==> config.mk <==
export PLATFORM = sky130hd
export DESIGN_NAME = rob_controller
export DESIGN_NICKNAME = d
export VERILOG_FILES = /design/src/rtl/rob_controller_pkg.sv /design/src/rtl/rob_squash_mask.sv /design/src/rtl/rob_controller.sv
export SDC_FILE = /design/constraint.sdc
export NUM_CORES = 1
export LEC_CHECK = 0
export ABC_AREA = 1
export BUFFER_PORTS_ARGS = -buffer_cell sky130_fd_sc_hd__buf_2
export CAP_MARGIN = 40
export CORE_MARGIN = 5
export CORE_UTILIZATION = 48
export DETAILED_ROUTE_END_ITERATION = 7
export GPL_ROUTABILITY_DRIVEN = 0
export PLACE_DENSITY = 0.68
export SKIP_CTS_REPAIR_TIMING = 1
export SLEW_MARGIN = 10
export SYNTH_ARGS = -nofsm -noshare
export SYNTH_HDL_FRONTEND = slang
export SYNTH_HIERARCHICAL = 1
export SYNTH_SLANG_ARGS = --single-unit
==> constraint.sdc <==
create_clock -name clk -period 2.4 [get_ports clk]
set_clock_uncertainty 0.1 [all_clocks]
set_input_delay 0.6 -clock clk [delete_from_list [all_inputs] [get_ports clk]]
set_output_delay 0.6 -clock clk [all_outputs]
set_load 0.03 [all_outputs]
==> src/rtl/rob_controller_pkg.sv <==
// ----------------------------------------------------------------------------
// rob_controller_pkg
// Shared constants for the reorder-buffer controller and the stages that
// exchange ROB tags with it (allocator, issue, retire).
//   ROB_SIZE_DEFAULT : default number of ROB entries (power of two, >= 4)
//   TAG_W_DEFAULT    : tag width for the default size (index width + 1)
//   rob_tag_t        : tag type for the default configuration
//   TAG_INVALID      : tag value 0, never granted, always ignored on input
// ----------------------------------------------------------------------------
package rob_controller_pkg;

    localparam int ROB_SIZE_DEFAULT = 16;
    localparam int TAG_W_DEFAULT    = $clog2(ROB_SIZE_DEFAULT) + 1;

    typedef logic [TAG_W_DEFAULT-1:0] rob_tag_t;

    localparam rob_tag_t TAG_INVALID = {TAG_W_DEFAULT{1'b0}};

endpackage

==> src/rtl/rob_squash_mask.sv <==
// ----------------------------------------------------------------------------
// rob_squash_mask
// Combinational circular range mask: bit i is set when entry index i lies in
// [start_idx, end_idx) walking upward modulo ROB_SIZE. start_idx == end_idx
// yields an empty mask.
//   start_idx : first index to mark (oldest squashed entry)
//   end_idx   : one past the last index to mark (current tail)
//   mask      : one bit per ROB entry
// ----------------------------------------------------------------------------
module rob_squash_mask #(
    parameter int ROB_SIZE = 16
) (
    input  logic [$clog2(ROB_SIZE)-1:0] start_idx,
    input  logic [$clog2(ROB_SIZE)-1:0] end_idx,
    output logic [ROB_SIZE-1:0]         mask
);

    localparam int IDX_W = $clog2(ROB_SIZE);

    logic [IDX_W-1:0] len_s;
    logic [IDX_W-1:0] off_s;

    // Mark every index whose circular distance from start is below the range length.
    always_comb begin
        len_s = end_idx - start_idx;
        off_s = {IDX_W{1'b0}};
        mask  = {ROB_SIZE{1'b0}};
        for (int i = 0; i < ROB_SIZE; i++) begin
            off_s   = IDX_W'(i) - start_idx;
            mask[i] = (off_s < len_s);
        end
    end

endmodule

==> src/rtl/rob_controller.sv <==
// ----------------------------------------------------------------------------
// rob_controller
// Reorder-buffer bookkeeping: in-order allocation of tags, out-of-order
// completion marking, in-order retirement and branch-mispredict squash.
// Tags are entry index + 1, so tag 0 never names an entry.
//   clk, reset      : clock, asynchronous active-low reset
//   alloc_req       : dispatch wants one entry      -> alloc_ready, alloc_tag
//   complete_valid  : an instruction finished       <- complete_tag
//   commit_valid    : head entry done, may retire   -> commit_tag
//   commit_ack      : retire stage consumed the head
//   flush/flush_tag : squash every entry younger than flush_tag
//   count/full/empty: occupancy status
// ----------------------------------------------------------------------------
module rob_controller
    import rob_controller_pkg::*;
#(
    parameter int ROB_SIZE = ROB_SIZE_DEFAULT,
    parameter int TAG_W    = $clog2(ROB_SIZE) + 1
) (
    input  logic             clk,
    input  logic             reset,
    input  logic             alloc_req,
    output logic             alloc_ready,
    output logic [TAG_W-1:0] alloc_tag,
    input  logic             complete_valid,
    input  logic [TAG_W-1:0] complete_tag,
    output logic             commit_valid,
    output logic [TAG_W-1:0] commit_tag,
    input  logic             commit_ack,
    input  logic             flush,
    input  logic [TAG_W-1:0] flush_tag,
    output logic [TAG_W-1:0] count,
    output logic             full,
    output logic             empty
);

    localparam int               IDX_W    = $clog2(ROB_SIZE);
    localparam logic [TAG_W-1:0] SIZE_TAG = TAG_W'(ROB_SIZE);
    localparam logic [TAG_W-1:0] TAG_NONE = TAG_W'(TAG_INVALID);
    localparam logic [TAG_W-1:0] TAG_ONE  = TAG_W'(1);

    // A tag names an entry only when it is in 1..ROB_SIZE.
    function automatic logic tag_valid(input logic [TAG_W-1:0] t);
        return (t != TAG_NONE) && (t <= SIZE_TAG);
    endfunction

    function automatic logic [IDX_W-1:0] tag2idx(input logic [TAG_W-1:0] t);
        logic [TAG_W-1:0] m;
        m = t - TAG_ONE;
        return m[IDX_W-1:0];
    endfunction

    logic [IDX_W-1:0]    head_q, head_d;
    logic [IDX_W-1:0]    tail_q, tail_d;
    logic [TAG_W-1:0]    count_q, count_d;
    logic [ROB_SIZE-1:0] busy_q, busy_d;
    logic [ROB_SIZE-1:0] done_q, done_d;

    logic [IDX_W-1:0]    comp_idx_s;
    logic [IDX_W-1:0]    flush_idx_s;
    logic [IDX_W-1:0]    keep_dist_s;
    logic [TAG_W-1:0]    survivors_s;
    logic [ROB_SIZE-1:0] squash_mask_s;
    logic                comp_hit_s;
    logic                flush_ok_s;
    logic                grant_s;
    logic                retire_s;

    // Status and handshake outputs come straight from registered state.
    assign full         = (count_q == SIZE_TAG);
    assign empty        = (count_q == TAG_NONE);
    assign count        = count_q;
    assign alloc_ready  = !full;
    assign alloc_tag    = TAG_W'(tail_q) + TAG_ONE;
    assign commit_valid = !empty && done_q[head_q];
    assign commit_tag   = TAG_W'(head_q) + TAG_ONE;

    // Squashed entries run from just after the surviving tag up to tail-1.
    rob_squash_mask #(
        .ROB_SIZE (ROB_SIZE)
    ) u_squash_mask (
        .start_idx (flush_idx_s + IDX_W'(1)),
        .end_idx   (tail_q),
        .mask      (squash_mask_s)
    );

    // Decode the events that act on state this cycle.
    always_comb begin
        comp_idx_s  = tag2idx(complete_tag);
        flush_idx_s = tag2idx(flush_tag);
        comp_hit_s  = complete_valid && tag_valid(complete_tag) && busy_q[comp_idx_s];
        flush_ok_s  = flush && tag_valid(flush_tag) && busy_q[flush_idx_s];
        grant_s     = alloc_req && alloc_ready && !flush;
        retire_s    = commit_valid && commit_ack;
        // Entries head..flush_idx survive; a zero distance means exactly one.
        keep_dist_s = flush_idx_s - head_q;
        survivors_s = TAG_W'(keep_dist_s) + TAG_ONE;
    end

    // Next-state: completion, then retire, then squash or grant.
    always_comb begin
        busy_d = busy_q;
        done_d = done_q;
        head_d = head_q;
        tail_d = tail_q;
        count_d = count_q;

        if (comp_hit_s) begin
            done_d[comp_idx_s] = 1'b1;
        end else begin
            done_d = done_d;
        end

        // Retire clears after completion, so a same-cycle completion of the head is moot.
        if (retire_s) begin
            busy_d[head_q] = 1'b0;
            done_d[head_q] = 1'b0;
            head_d         = head_q + IDX_W'(1);
        end else begin
            head_d = head_q;
        end

        if (flush_ok_s) begin
            busy_d  = busy_d & ~squash_mask_s;
            done_d  = done_d & ~squash_mask_s;
            tail_d  = flush_idx_s + IDX_W'(1);
            count_d = survivors_s - TAG_W'(retire_s);
        end else if (grant_s) begin
            busy_d[tail_q] = 1'b1;
            done_d[tail_q] = 1'b0;
            tail_d         = tail_q + IDX_W'(1);
            count_d        = retire_s ? count_q : (count_q + TAG_ONE);
        end else begin
            tail_d  = tail_q;
            count_d = retire_s ? (count_q - TAG_ONE) : count_q;
        end
    end

    // State registers; reset discards every entry at once.
    always_ff @(posedge clk or negedge reset) begin
        if (!reset) begin
            head_q  <= {IDX_W{1'b0}};
            tail_q  <= {IDX_W{1'b0}};
            count_q <= {TAG_W{1'b0}};
            busy_q  <= {ROB_SIZE{1'b0}};
            done_q  <= {ROB_SIZE{1'b0}};
        end else begin
            head_q  <= head_d;
            tail_q  <= tail_d;
            count_q <= count_d;
            busy_q  <= busy_d;
            done_q  <= done_d;
        end
    end

endmodule

Yosys cells after proc, flatten, opt, wreduce, memory -nomap -nowiden:

Index checks and enable logic that the tools add are counted.
W data, S select, Z words.

* $add $sub $neg: 29
* multiply operators: 0
* divide/modulo/power cells: 0
* order comparisons: 25
* equal/unequal tests: 2
* shift operators: 0
* muxes and demuxes: 25
* bitwise gates (word level): 10
* reductions and logical operators: 22

Operator list (number)
* $mux W16: 7
* $and A16 B16 Y16: 5
* $lt A4 B4 Y1: 16
* $not A16 Y16: 3
* $or A16 B16 Y16: 2
* $sub A4 B4 Y4 const A: 8
* $lt A4 B5 Y1 const B: 4
* $mux W5: 4
* $sub A3 B4 Y4 const A: 4
* $add A4 B1 Y5 const B: 3
* $logic_and A1 B1 Y1: 13
* $add A4 B1 Y4 const B: 3
* $bmux W1 S4: 3
* $demux W1 S4: 3
* $ge A4 B1 Y1 const B: 3
* $le A5 B5 Y1 const B: 2
* $reduce_bool A5 Y1: 2
* $mux W4: 2
* $sub A1 B4 Y4 const A: 2
* $sub A2 B4 Y4 const A: 2
* $sub A4 B1 Y4 const B: 2
* $sub A4 B4 Y4: 2
* $mux W1: 6
* $add A5 B1 Y5 const B: 1
* 9 further kinds: 11

* register bits after elaboration: 45
* latch bits: 0
* RAM bits: 0
* memory bits (read-only): 0
* input bits: 16
* memories: 0

Longest topological paths before layout:

Gate-level depths: netlist of the first run.

* depth after elaboration: 12
* mapped depth: 24
* depth with buffers taken out: 22

By module:

The synthesis of the first run kept the hierarchy.

Modules (own cells, without submodules)
* rob_controller: instances 1, cells an instance 571, area each 3839.9 um^2
* rob_squash_mask: instances 1, cells an instance 176, area each 1019.7 um^2

Worst setup path before layout of the first run:

No wires, ideal clock.

* path type: input port to flip-flop
* from: input flush_tag[0]
* to: register busy_q[5]
* library setup time: 0.124 ns
* data arrival time: 3.374 ns
* required time: 2.176 ns
* path slack: -1.198 ns
* stages on the path: 20
* buffers on the path: 2
* cells stage by stage: buf_6 -> inv_6 -> ha_1 -> buf_2 -> xor2_1 -> inv_1 -> fa_1 -> inv_1 -> nand2_1 -> nand2_1 -> inv_1 -> ha_1 -> nand2_1 -> nand2_1 -> nand2_1 -> nand2_1 -> nand2_1 -> inv_1 -> o211ai_1 -> nand2_1

* word-level cells in the longest chain between the ends: 7
* elaborated cells on any way between the ends: 15

RTL lines
* start, declared: RTL line rob_controller.sv:31 `input logic [TAG_W-1:0] flush_tag,`
* $sub A4 B1 Y4 *: RTL line rob_controller.sv:49 `m = t - TAG_ONE;`
* $add A4 B1 Y4 *: RTL line rob_controller.sv:82 `.start_idx (flush_idx_s + IDX_W'(1)),`
* $sub A3 B4 Y4 or $sub A4 B4 Y4 (tied branches): RTL line rob_squash_mask.sv:29, rob_squash_mask.sv:25
* $lt A4 B4 Y1 *: RTL line rob_squash_mask.sv:30 `mask[i] = (off_s < len_s);`
* named net squash_mask_s[5]: RTL line rob_controller.sv:63 `logic [ROB_SIZE-1:0] squash_mask_s;`
* $not A16 Y16 *: RTL line rob_controller.sv:124 `busy_d = busy_d & ~squash_mask_s;`
* $and A16 B16 Y16 *: RTL line rob_controller.sv:124
* $mux W16 *: RTL line rob_controller.sv:123 `if (flush_ok_s) begin`
* named net busy_d[5]: RTL line rob_controller.sv:56 `logic [ROB_SIZE-1:0] busy_q, busy_d;`
* end signal, assigned: RTL line rob_controller.sv:145 `busy_q <= {ROB_SIZE{1'b0}};`
* end signal, assigned: RTL line rob_controller.sv:151 `busy_q <= busy_d;`
* end, declared: RTL line rob_controller.sv:56

The timed path passes the listed nets; every way through them passes the cells marked *. The select of a mux whose other input is x is not followed.
A chain may end at the register's enable or synchronous reset.

Worst setup path after layout of the first run:

* from: input flush_tag[0]
* to: register busy_q[9]

* word-level cells in the longest chain between the ends: 7
* elaborated cells on any way between the ends: 15

RTL lines (RTL line)
* $sub A4 B1 Y4 *: rob_controller.sv:49
* $add A4 B1 Y4 *: rob_controller.sv:82
* $sub A4 B4 Y4, on equally long branches: rob_squash_mask.sv:29, rob_squash_mask.sv:25
* $lt A4 B4 Y1 *: rob_squash_mask.sv:30
* named net squash_mask_s[9]: rob_controller.sv:63
* $not A16 Y16 *: rob_controller.sv:124
* $and A16 B16 Y16 *: rob_controller.sv:124
* $mux W16 *: rob_controller.sv:123
* named net busy_d[9]: rob_controller.sv:56

Marked as above.

==> results of run 1 <==
## state kept, by name, summed over array words and instances (netlist names)
| name | flops |
|---|---|
| busy_q | 16 |
| count | 5 |
| done_q | 16 |
| head_q | 4 |
| tail_q | 4 |
## cell usage in the layout (no fill, tap or decap), types with 8 or more instances in the layout
| cell | synthesis | final |
|---|---|---|
| ha_4 | 0 | 9 |
| nand4_1 | 8 | 8 |
| ha_1 | 48 | 38 |
| o21ai_1 | 12 | 15 |
| inv_1 | 105 | 88 |
| o21ai_2 | 6 | 14 |
| nand3_1 | 76 | 60 |
| buf_4 | 1 | 72 |
| nand2_2 | 11 | 47 |
| buf_2 | 5 | 30 |
| o21ai_0 | 24 | 13 |
| inv_2 | 8 | 22 |
| nand2_4 | 2 | 13 |
| nor2_1 | 66 | 64 |
| nand3_2 | 6 | 20 |
| dfrtp_1 | 45 | 43 |
| nand2_1 | 242 | 194 |
| xor2_1 | 17 | 13 |
## Yosys cell counts (all sizes together)
library cell	instances
a21o	2
a21oi	15
and2	1
buf	15
clkbuf	1
dfrtp	45
fa	3
ha	48
inv	116
nand2	255
nand3	84
nand3b	1
nand4	9
nor2	72
nor3	4
o211ai	7
o21ai	42
o21bai	2
or2	2
xnor2	5
xor2	18
## logic make-up after synthesis
family | after synthesis
simple gates | 428
xor+xnor | 23
buf+inv | 132
flops | 45
compound gates | 68
fa+ha+maj | 51
## layer usage
metal  up-vias  wire length [um]
li1       2556                 -
met1      2403              6560
met2       167              7080
met3        38               889
met4         0               443
met5         -                 0
## power groups by stage
stage | Combinational [uW] | Sequential, uW | Clock (uW)
floorplan | 3950 | 1410 | 0
global placement | 5460 | 1410 | 0
detailed placement | 5610 | 1420 | 0
CTS | 5650 | 1400 | 522
global route | 7330 | 1450 | 551
finish | 6660 | 1430 | 513
## worst paths after layout
check	end	depth (start not counted)
setup / recovery	busy_q[9]$_DFF_PN0_	19
hold / removal	done_q[10]$_DFF_PN0_	1
setup reg to reg	busy_q[9]$_DFF_PN0_	16
hold reg to reg	busy_q[3]$_DFF_PN0_	2
max in group asynchronous	head_q[2]$_DFFE_PN0N_	2
min in group clk	busy_q[3]$_DFF_PN0_	2
## area by class of cell
class | instances | area, um2
Multi-Input combinational cell | 570 | 3690
Clock inverter | 3 | 21.3
Timing Repair inverter | 1 | 5.00
Tap cell | 133 | 166
Sequential cell | 45 | 1130
Fill cell | 908 | 3450
Timing Repair Buffer | 111 | 831
Clock buffer | 5 | 68.8
Inverter | 116 | 460
## metrics by stage
| stage | total power, uW | worst slack, ns |
|---|---|---|
| floorplan | 5360 | -0.761 |
| global placement | 6870 | -0.742 |
| detailed placement | 7030 | -0.847 |
| CTS | 7570 | -0.509 |
| global route | 9330 | -0.500 |
| finish | 8600 | -0.363 |
==> reports/metrics.csv, run 1 <==
stage;metric;value;unit
outcome;status;complete, but fails checks;
outcome;violations in the final reports;negative setup slack;
clock_tree;Skew-Pair Late Insertion Delay;0.31;ns
grt;overall track demand over capacity in global routing;0.238;
critical_path;required time at the worst-slack endpoint;2.51;ns
layout;fraction of final layout cells sized beyond drive strength 1;0.336;
synth;share of the synthesized netlist area taken by xor and xnor gates;0.0430;
sta;post-route clock period utilization;1.15;
critical_path;CP Launch Point;flush_tag[0];
grt;GR met2 Demand/Resource;0.386;
power_and_ir_drop;sw power;4740;uW
layout;post-route design area;0.00637;mm2
sta;Sum Neg Setup Slack;-10.23;ns
synth;largest area contributor in the netlist;dfrtp_1;
layout;net count of the finished layout;917;
sta;number of hold violations in the final report;0;
critical_path;startpoint class of the critical path;primary input;
floorplan;total core area;0.00982;mm2
clock_tree;clock-pin slew of the registers on the worst-case setup and hold paths;0.10;ns
sta;slew at the pin closest to its max-slew limit;0.750;ns
grt;GR met1 Demand/Resource;0.321;
power_and_ir_drop;Switching Fraction;0.551;
clock_tree;maximum number of buffers from clock root to sink;2;
layout;Synth-to-Final Area Change;31.1;%
power_and_ir_drop;Leakage Power;0.00331;uW
placed_design;HPWL after DPL;11900;um
critical_path;internal reg-to-reg setup slack;-0.04;ns
synth;register area share after synthesis;0.232;
run;number of max-capacitance violations reported;0;
sta;RSZ-0062 raised after global routing;true;
power_and_ir_drop;Max rail drop VDD;0.743;mV
clock_tree;clock tree from TritonCTS;done;
power_and_ir_drop;Internal Dissipation;3860;uW
synth;number of cells produced by synthesis;747;
critical_path;data arrival time of the worst path;2.87;ns
sta;Worst Slack Setup Final;-0.363;ns
floorplan;ports placed on the boundary;35;
synth;largest family of logic cells by synthesized area;simple AND/OR/NAND/NOR gates;
sta;Max Slew Vio Count;0;
critical_path;maximum fanout along the worst path;4;
clock_tree;Inserted Clock Buffers;5;
sta;shortest period the worst path allows;2.76;ns
sta;max_slew headroom;0.500;
floorplan;Die Y-Extent;111;um
critical_path;category of cells accounting for the largest share of critical-path delay;adder cells;
worst_hold_path;worst hold-check path type;primary input to async pin;
critical_path;worst path cell trace;buf_8 > inv_8 > ha_4 > xor2_4 > inv_2 > fa_2 > inv_4 > ha_4 > inv_2 > nand2_2 > nand2_2 > nand2_2 > nand2_2 > nand2_2 > nand2_1 > nand2_1 > inv_2 > o211ai_1 > nand2_1;
synth;net count after synthesis;814;
drt;violation count after the first detailed-routing iteration;420;
clock_tree;clock root cell;clkbuf_8;
critical_path;buffer and inverter count on the worst path;6;
drt;first drt pass iteration count;5;
grt;met3 routing resource usage after global routing;0.0394;
drt;via density per instance;5.25;
placed_design;Port Buffer Count;34;
power_and_ir_drop;Sequential Power Share;0.166;
drt;post-detailed-route DRC marker count;0;
clock_tree;Sink Count;45;
floorplan;Die W;111;um
grt;number of antenna violations at the first check in global routing;0;
critical_path;cell repeated most along the worst path;nand2_2;
critical_path;library cell contributing the largest single delay on the critical path;fa_2;
synth;fraction of the mapped netlist area in compound gates;0.0826;
floorplan;initial core utilization;0.495;
critical_path;max incr delay on CP;0.56;ns
clock_tree;htree depth;2;
grt;Remaining Overflow, GRT;0;
synth;Post-Synthesis Cell Area;0.00486;mm2
floorplan;FP Rows;36;
grt;number of global-route vias before repair;4927;
placed_design;placed instance area;0.00580;mm2
synth;leading post-synthesis cells by cell area;dfrtp_1 (23%), nand2_1 (19%), ha_1 (12%);
drt;Antenna Violating Nets Remaining;0;
floorplan;full die area;0.0122;mm2
power_and_ir_drop;power density relative to cell area;1350;mW/mm2
synth;share of cell area taken by muxes after synthesis;0;
drt;via count;5164;
synth;Avg Inst Size Synth;6.51;um2
synth;#FFs+latches synth;45;
drt;wire per inst;15.2;um
placed_design;Placed Instances;969;
grt;busiest layer in global routing;met2;
sta;final hold slack;0.240;ns
synth;Cell variety after synth;38;
layout;diode insertion count for antenna repair;0;
power_and_ir_drop;share of total power in the clock network;0.060;
sta;Fmax achieved;362;MHz
critical_path;critical path start-end classification;primary input to flop;
synth;share of Yosys cell area claimed by the top area cell type;0.232;
drt;Final Routed Wirelength;15000;um
critical_path;startpoint of the lowest-slack register-to-register path;tail_q[0]$_DFFE_PN0P_;
sta;final setup violation count;36;
layout;Final Core Density;0.649;
synth;fraction of the mapped netlist area in simple logic gates;0.387;
layout;non-filler instance count after layout;984;
synth;adder-cell area share of the yosys netlist;0.136;
grt;wire length of the first global-routing pass;24100;um
power_and_ir_drop;Logic pwr share;0.774;
synth;total of warnings raised by yosys;6;
grt;pin count of the biggest net entering global routing;30;
critical_path;Worst setup EP type;flop;
(Power assumes the default switching activity.)
==> inputs of run 2 (changes only) <==
--- a/config.mk
+++ b/config.mk
@@ -5,14 +5,14 @@
 export SDC_FILE = /design/constraint.sdc
 export NUM_CORES = 1
 export LEC_CHECK = 0
-export ABC_AREA = 1
 export BUFFER_PORTS_ARGS = -buffer_cell sky130_fd_sc_hd__buf_2
 export CAP_MARGIN = 40
 export CORE_MARGIN = 5
 export CORE_UTILIZATION = 48
+export CTS_BUF_LIST = sky130_fd_sc_hd__clkbuf_2 sky130_fd_sc_hd__clkbuf_4 sky130_fd_sc_hd__clkbuf_8
 export DETAILED_ROUTE_END_ITERATION = 7
 export GPL_ROUTABILITY_DRIVEN = 0
-export PLACE_DENSITY = 0.68
+export PLACE_DENSITY = 0.69
 export SKIP_CTS_REPAIR_TIMING = 1
 export SLEW_MARGIN = 10
 export SYNTH_ARGS = -nofsm -noshare
==> run 2 against run 1 <==
Against the previous run:
- the flow still finishes with violations (negative setup slack)
- critical endpoint is now done_q[2]$_DFF_PN0_
- total power increased by 13%
- critical path depth shrank 2
- utilization increased by 6.4 points
- area after synthesis decreased by 12%
- highest routed layer unchanged
- register-to-register slack got worse by 0.43 ns
- die area fell by 11%
- sequential power shrank 4%
==> reports/metrics.csv, run 2 <==
stage;metric;value;unit;change
critical_path;required time at the worst-slack endpoint;2.54;ns;was 2.51 ns
sta;Max Slew Vio Count;0;;unchanged
synth;#FFs+latches synth;45;;unchanged
synth;leading post-synthesis cells by cell area;dfrtp_1 (26%), ha_1 (14%), mux4_2 (5.8%);;was dfrtp_1 (23%), nand2_1 (19%), ha_1 (12%)
placed_design;Port Buffer Count;34;;unchanged
outcome;status;complete, but fails checks;;unchanged
placed_design;HPWL after DPL;10400;um;was 11,900 um
drt;Antenna Violating Nets Remaining;0;;unchanged
floorplan;full die area;0.0108;mm2;was 0.0122 mm2
synth;total of warnings raised by yosys;6;;unchanged
outcome;violations in the final reports;negative setup slack;;unchanged
floorplan;Die Y-Extent;104;um;was 111 um
sta;final setup violation count;42;;was 36
run;number of max-capacitance violations reported;0;;unchanged
synth;top post-synthesis cells by count;ha_1 (48), dfrtp_1 (45), inv_1 (41);;was nand2_1 (242), inv_1 (105), nand3_1 (76)
layout;non-filler instance count after layout;713;;was 984
power_and_ir_drop;Internal Dissipation;5220;uW;was 3860 uW
clock_tree;Inserted Clock Buffers;5;;unchanged
floorplan;Die W;104;um;was 111 um
drt;violation count after the first detailed-routing iteration;317;;was 420
clock_tree;clock root cell;clkbuf_8;;unchanged
grt;pin count of the biggest net entering global routing;23;;was 30
clock_tree;clock tree from TritonCTS;done;;unchanged
layout;most frequent cells in the layout;buf_4 (95), dfrtp_1 (43), ha_1 (37);;was nand2_1 (194), inv_1 (88), buf_4 (72)
sta;number of hold violations in the final report;0;;unchanged
sta;max_slew headroom;0.613;;was 0.500
synth;Cell variety after synth;59;;was 38
clock_tree;Sink Count;45;;unchanged
synth;count of flip-flops with a built-in enable after synthesis;0;;unchanged
drt;Final Routed Wirelength;14300;um;was 15,000 um
power_and_ir_drop;power density relative to cell area;1570;mW/mm2;was 1350 mW/mm2
drt;post-detailed-route DRC marker count;0;;unchanged
synth;register area share after synthesis;0.265;;was 0.232
critical_path;maximum fanout along the worst path;4;;unchanged
layout;most common cell after layout, fill and taps aside;buf_4;;was nand2_1
synth;share of Yosys cell area claimed by the top area cell type;0.265;;was 0.232
layout;FF/Latch Area;0.00113;mm2;unchanged
floorplan;total core area;0.00868;mm2;was 0.00982 mm2
layout;net count of the finished layout;671;;was 917
critical_path;Worst setup EP type;flop;;unchanged
power_and_ir_drop;Sequential Power Share;0.141;;was 0.166
sta;slew at the pin closest to its max-slew limit;0.581;ns;was 0.750 ns
power_and_ir_drop;Max rail drop VDD;1.03;mV;was 0.743 mV
drt;via count;4288;;was 5,164
power_and_ir_drop;Logic pwr share;0.783;;was 0.774
placed_design;Placed Instances;690;;was 969
drt;via density per instance;6.01;;was 5.25
layout;fraction of final layout cells sized beyond drive strength 1;0.461;;was 0.336
critical_path;startpoint class of the critical path;primary input;;unchanged
sta;post-route clock period utilization;1.36;;was 1.15
synth;number of cells produced by synthesis;465;;was 747
drt;wire per inst;20.1;um;was 15.2 um
floorplan;ports placed on the boundary;35;;unchanged
layout;diode insertion count for antenna repair;0;;unchanged
floorplan;initial core utilization;0.490;;was 0.495
floorplan;FP Rows;34;;was 36
power_and_ir_drop;Switching Fraction;0.463;;was 0.551
synth;net count after synthesis;532;;was 814
synth;largest area contributor in the netlist;dfrtp_1;;unchanged
layout;Synth-to-Final Area Change;45.4;%;was 31.1%
sta;Fmax achieved;305;MHz;was 362 MHz
power_and_ir_drop;sw power;4500;uW;was 4740 uW
power_and_ir_drop;share of total power in the clock network;0.076;;was 0.060
worst_hold_path;worst hold-check path type;primary input to async pin;;unchanged
critical_path;critical path start-end classification;primary input to flop;;unchanged
grt;overall track demand over capacity in global routing;0.233;;was 0.238
layout;Fillers;601;;was 908
sta;RSZ-0062 raised after global routing;true;;unchanged
grt;number of antenna violations at the first check in global routing;0;;unchanged
synth;fraction of registers with async set or reset after synthesis;1.00;;unchanged
grt;Remaining Overflow, GRT;0;;unchanged
synth;most instantiated library cell after synthesis;ha_1;;was nand2_1
power_and_ir_drop;Power, Total;9720;uW;was 8600 uW
drt;first drt pass iteration count;5;;unchanged
sta;shortest period the worst path allows;3.27;ns;was 2.76 ns
power_and_ir_drop;Leakage Power;0.00287;uW;was 0.00331 uW
grt;wire length of the first global-routing pass;20800;um;was 24,100 um
layout;area of the multi-input gates;0.00347;mm2;was 0.00369 mm2
sta;Worst Slack Setup Final;-0.874;ns;was -0.363 ns
clock_tree;clock-pin slew of the registers on the worst-case setup and hold paths;0.11;ns;was 0.10 ns
clock_tree;Skew-Pair Late Insertion Delay;0.32;ns;was 0.31 ns
synth;Post-Synthesis Cell Area;0.00426;mm2;was 0.00486 mm2
clock_tree;htree depth;2;;unchanged
clock_tree;maximum number of buffers from clock root to sink;2;;unchanged
critical_path;data arrival time of the worst path;3.41;ns;was 2.87 ns
grt;number of global-route vias before repair;4120;;was 4,927
synth;most common flop cell mapped by yosys;dfrtp_1;;unchanged
synth;Avg Inst Size Synth;9.15;um2;was 6.51 um2
-- run 2: changes by cell type after synthesis, moves of 9 or more --
cell     previous run  this run
mux4_2              0        11
a31oi_1             0         9
a21oi_1            12        31
o21ai_0            24        12
nand2_1           242        30
nor2_1             66        37
nand3_1            76        10
nand2_2            11         0
xnor2_1             5        22
and3_1              0        21
inv_1             105        41
o21ai_1            12         1
-- run 2: cells by family after synthesis --
logic type      count (synthesis)  share of synthesized area
buf+inv                        58                     0.0573
mux                            22                     0.0850
compound gates                107                      0.171
fa+ha+maj                      60                      0.177
xor+xnor                       36                     0.0835
flops                          45                      0.265
simple gates                  137                      0.161
-- run 2: worst paths after layout --
check | from | to | slack (ns) | cells past startpoint
setup / recovery | flush_tag[0] | done_q[2]$_DFF_PN0_ | -0.87 | 17
hold / removal | reset | count[2]$_DFFE_PN0P_ | 0.18 | 1
setup reg to reg | tail_q[0]$_DFFE_PN0P_ | busy_q[3]$_DFF_PN0_ | -0.47 | 12
hold reg to reg | busy_q[2]$_DFF_PN0_ | busy_q[2]$_DFF_PN0_ | 0.43 | 1
max in group asynchronous | reset | busy_q[14]$_DFF_PN0_ | 1.38 | 2
min in group clk | busy_q[2]$_DFF_PN0_ | busy_q[2]$_DFF_PN0_ | 0.43 | 1
-- run 2: critical path: stages --
cell,delay [ns]
buf_8,0.11
inv_8,0.06
ha_4,0.16
xor2_4,0.17
xor2_2,0.23
clkinvlp_4,0.17
ha_4,0.34
nand2_4,0.06
o21ai_4,0.18
xor2_4,0.23
xnor2_4,0.17
inv_2,0.10
ha_4,0.27
nor2b_4,0.15
nor2_4,0.05
a22oi_2,0.19
nor3b_2,0.18
-- run 2: stage by stage --
stage	instance area, um2	hold slack, ns	setup TNS (ns)	util	setup slack [ns]
after floorplan	4430	0.204	-41.92	-	-1.38
after global placement	5370	0.393	-43.02	0.619	-1.23
after detailed placement	5370	0.405	-45.01	0.619	-1.28
after CTS	5510	0.184	-32.40	0.635	-0.981
after global routing	6190	0.207	-32.12	0.713	-0.983
final	6190	0.175	-28.01	0.713	-0.874
-- run 2: per-layer routing --
metal	GRT usage	vias up	routed length (um)
li1	-	1938	-
met1	0.315	2120	5890
met2	0.390	194	7150
met3	0.0248	36	868
met4	0.0749	0	422
met5	0	-	0
-- run 2: power groups by stage --
stage	clock network, uW	logic, uW	registers [uW]
detailed placement	0	5790	1360
global route	762	8140	1410
floorplan	0	3630	1390
global placement	0	5630	1340
finish	737	7620	1370
CTS	734	5830	1340
-- run 2: final cells by class --
| class | instances | share of cell area |
|---|---|---|
| multi-input combinational | 364 | 0.561 |
| timing repair buffer | 146 | 0.184 |
| sequential | 45 | 0.182 |
| inverter | 42 | 0.0281 |
| tap | 108 | 0.0218 |
| clock buffer | 5 | 0.0111 |
| clock inverter | 3 | 0.0111 |
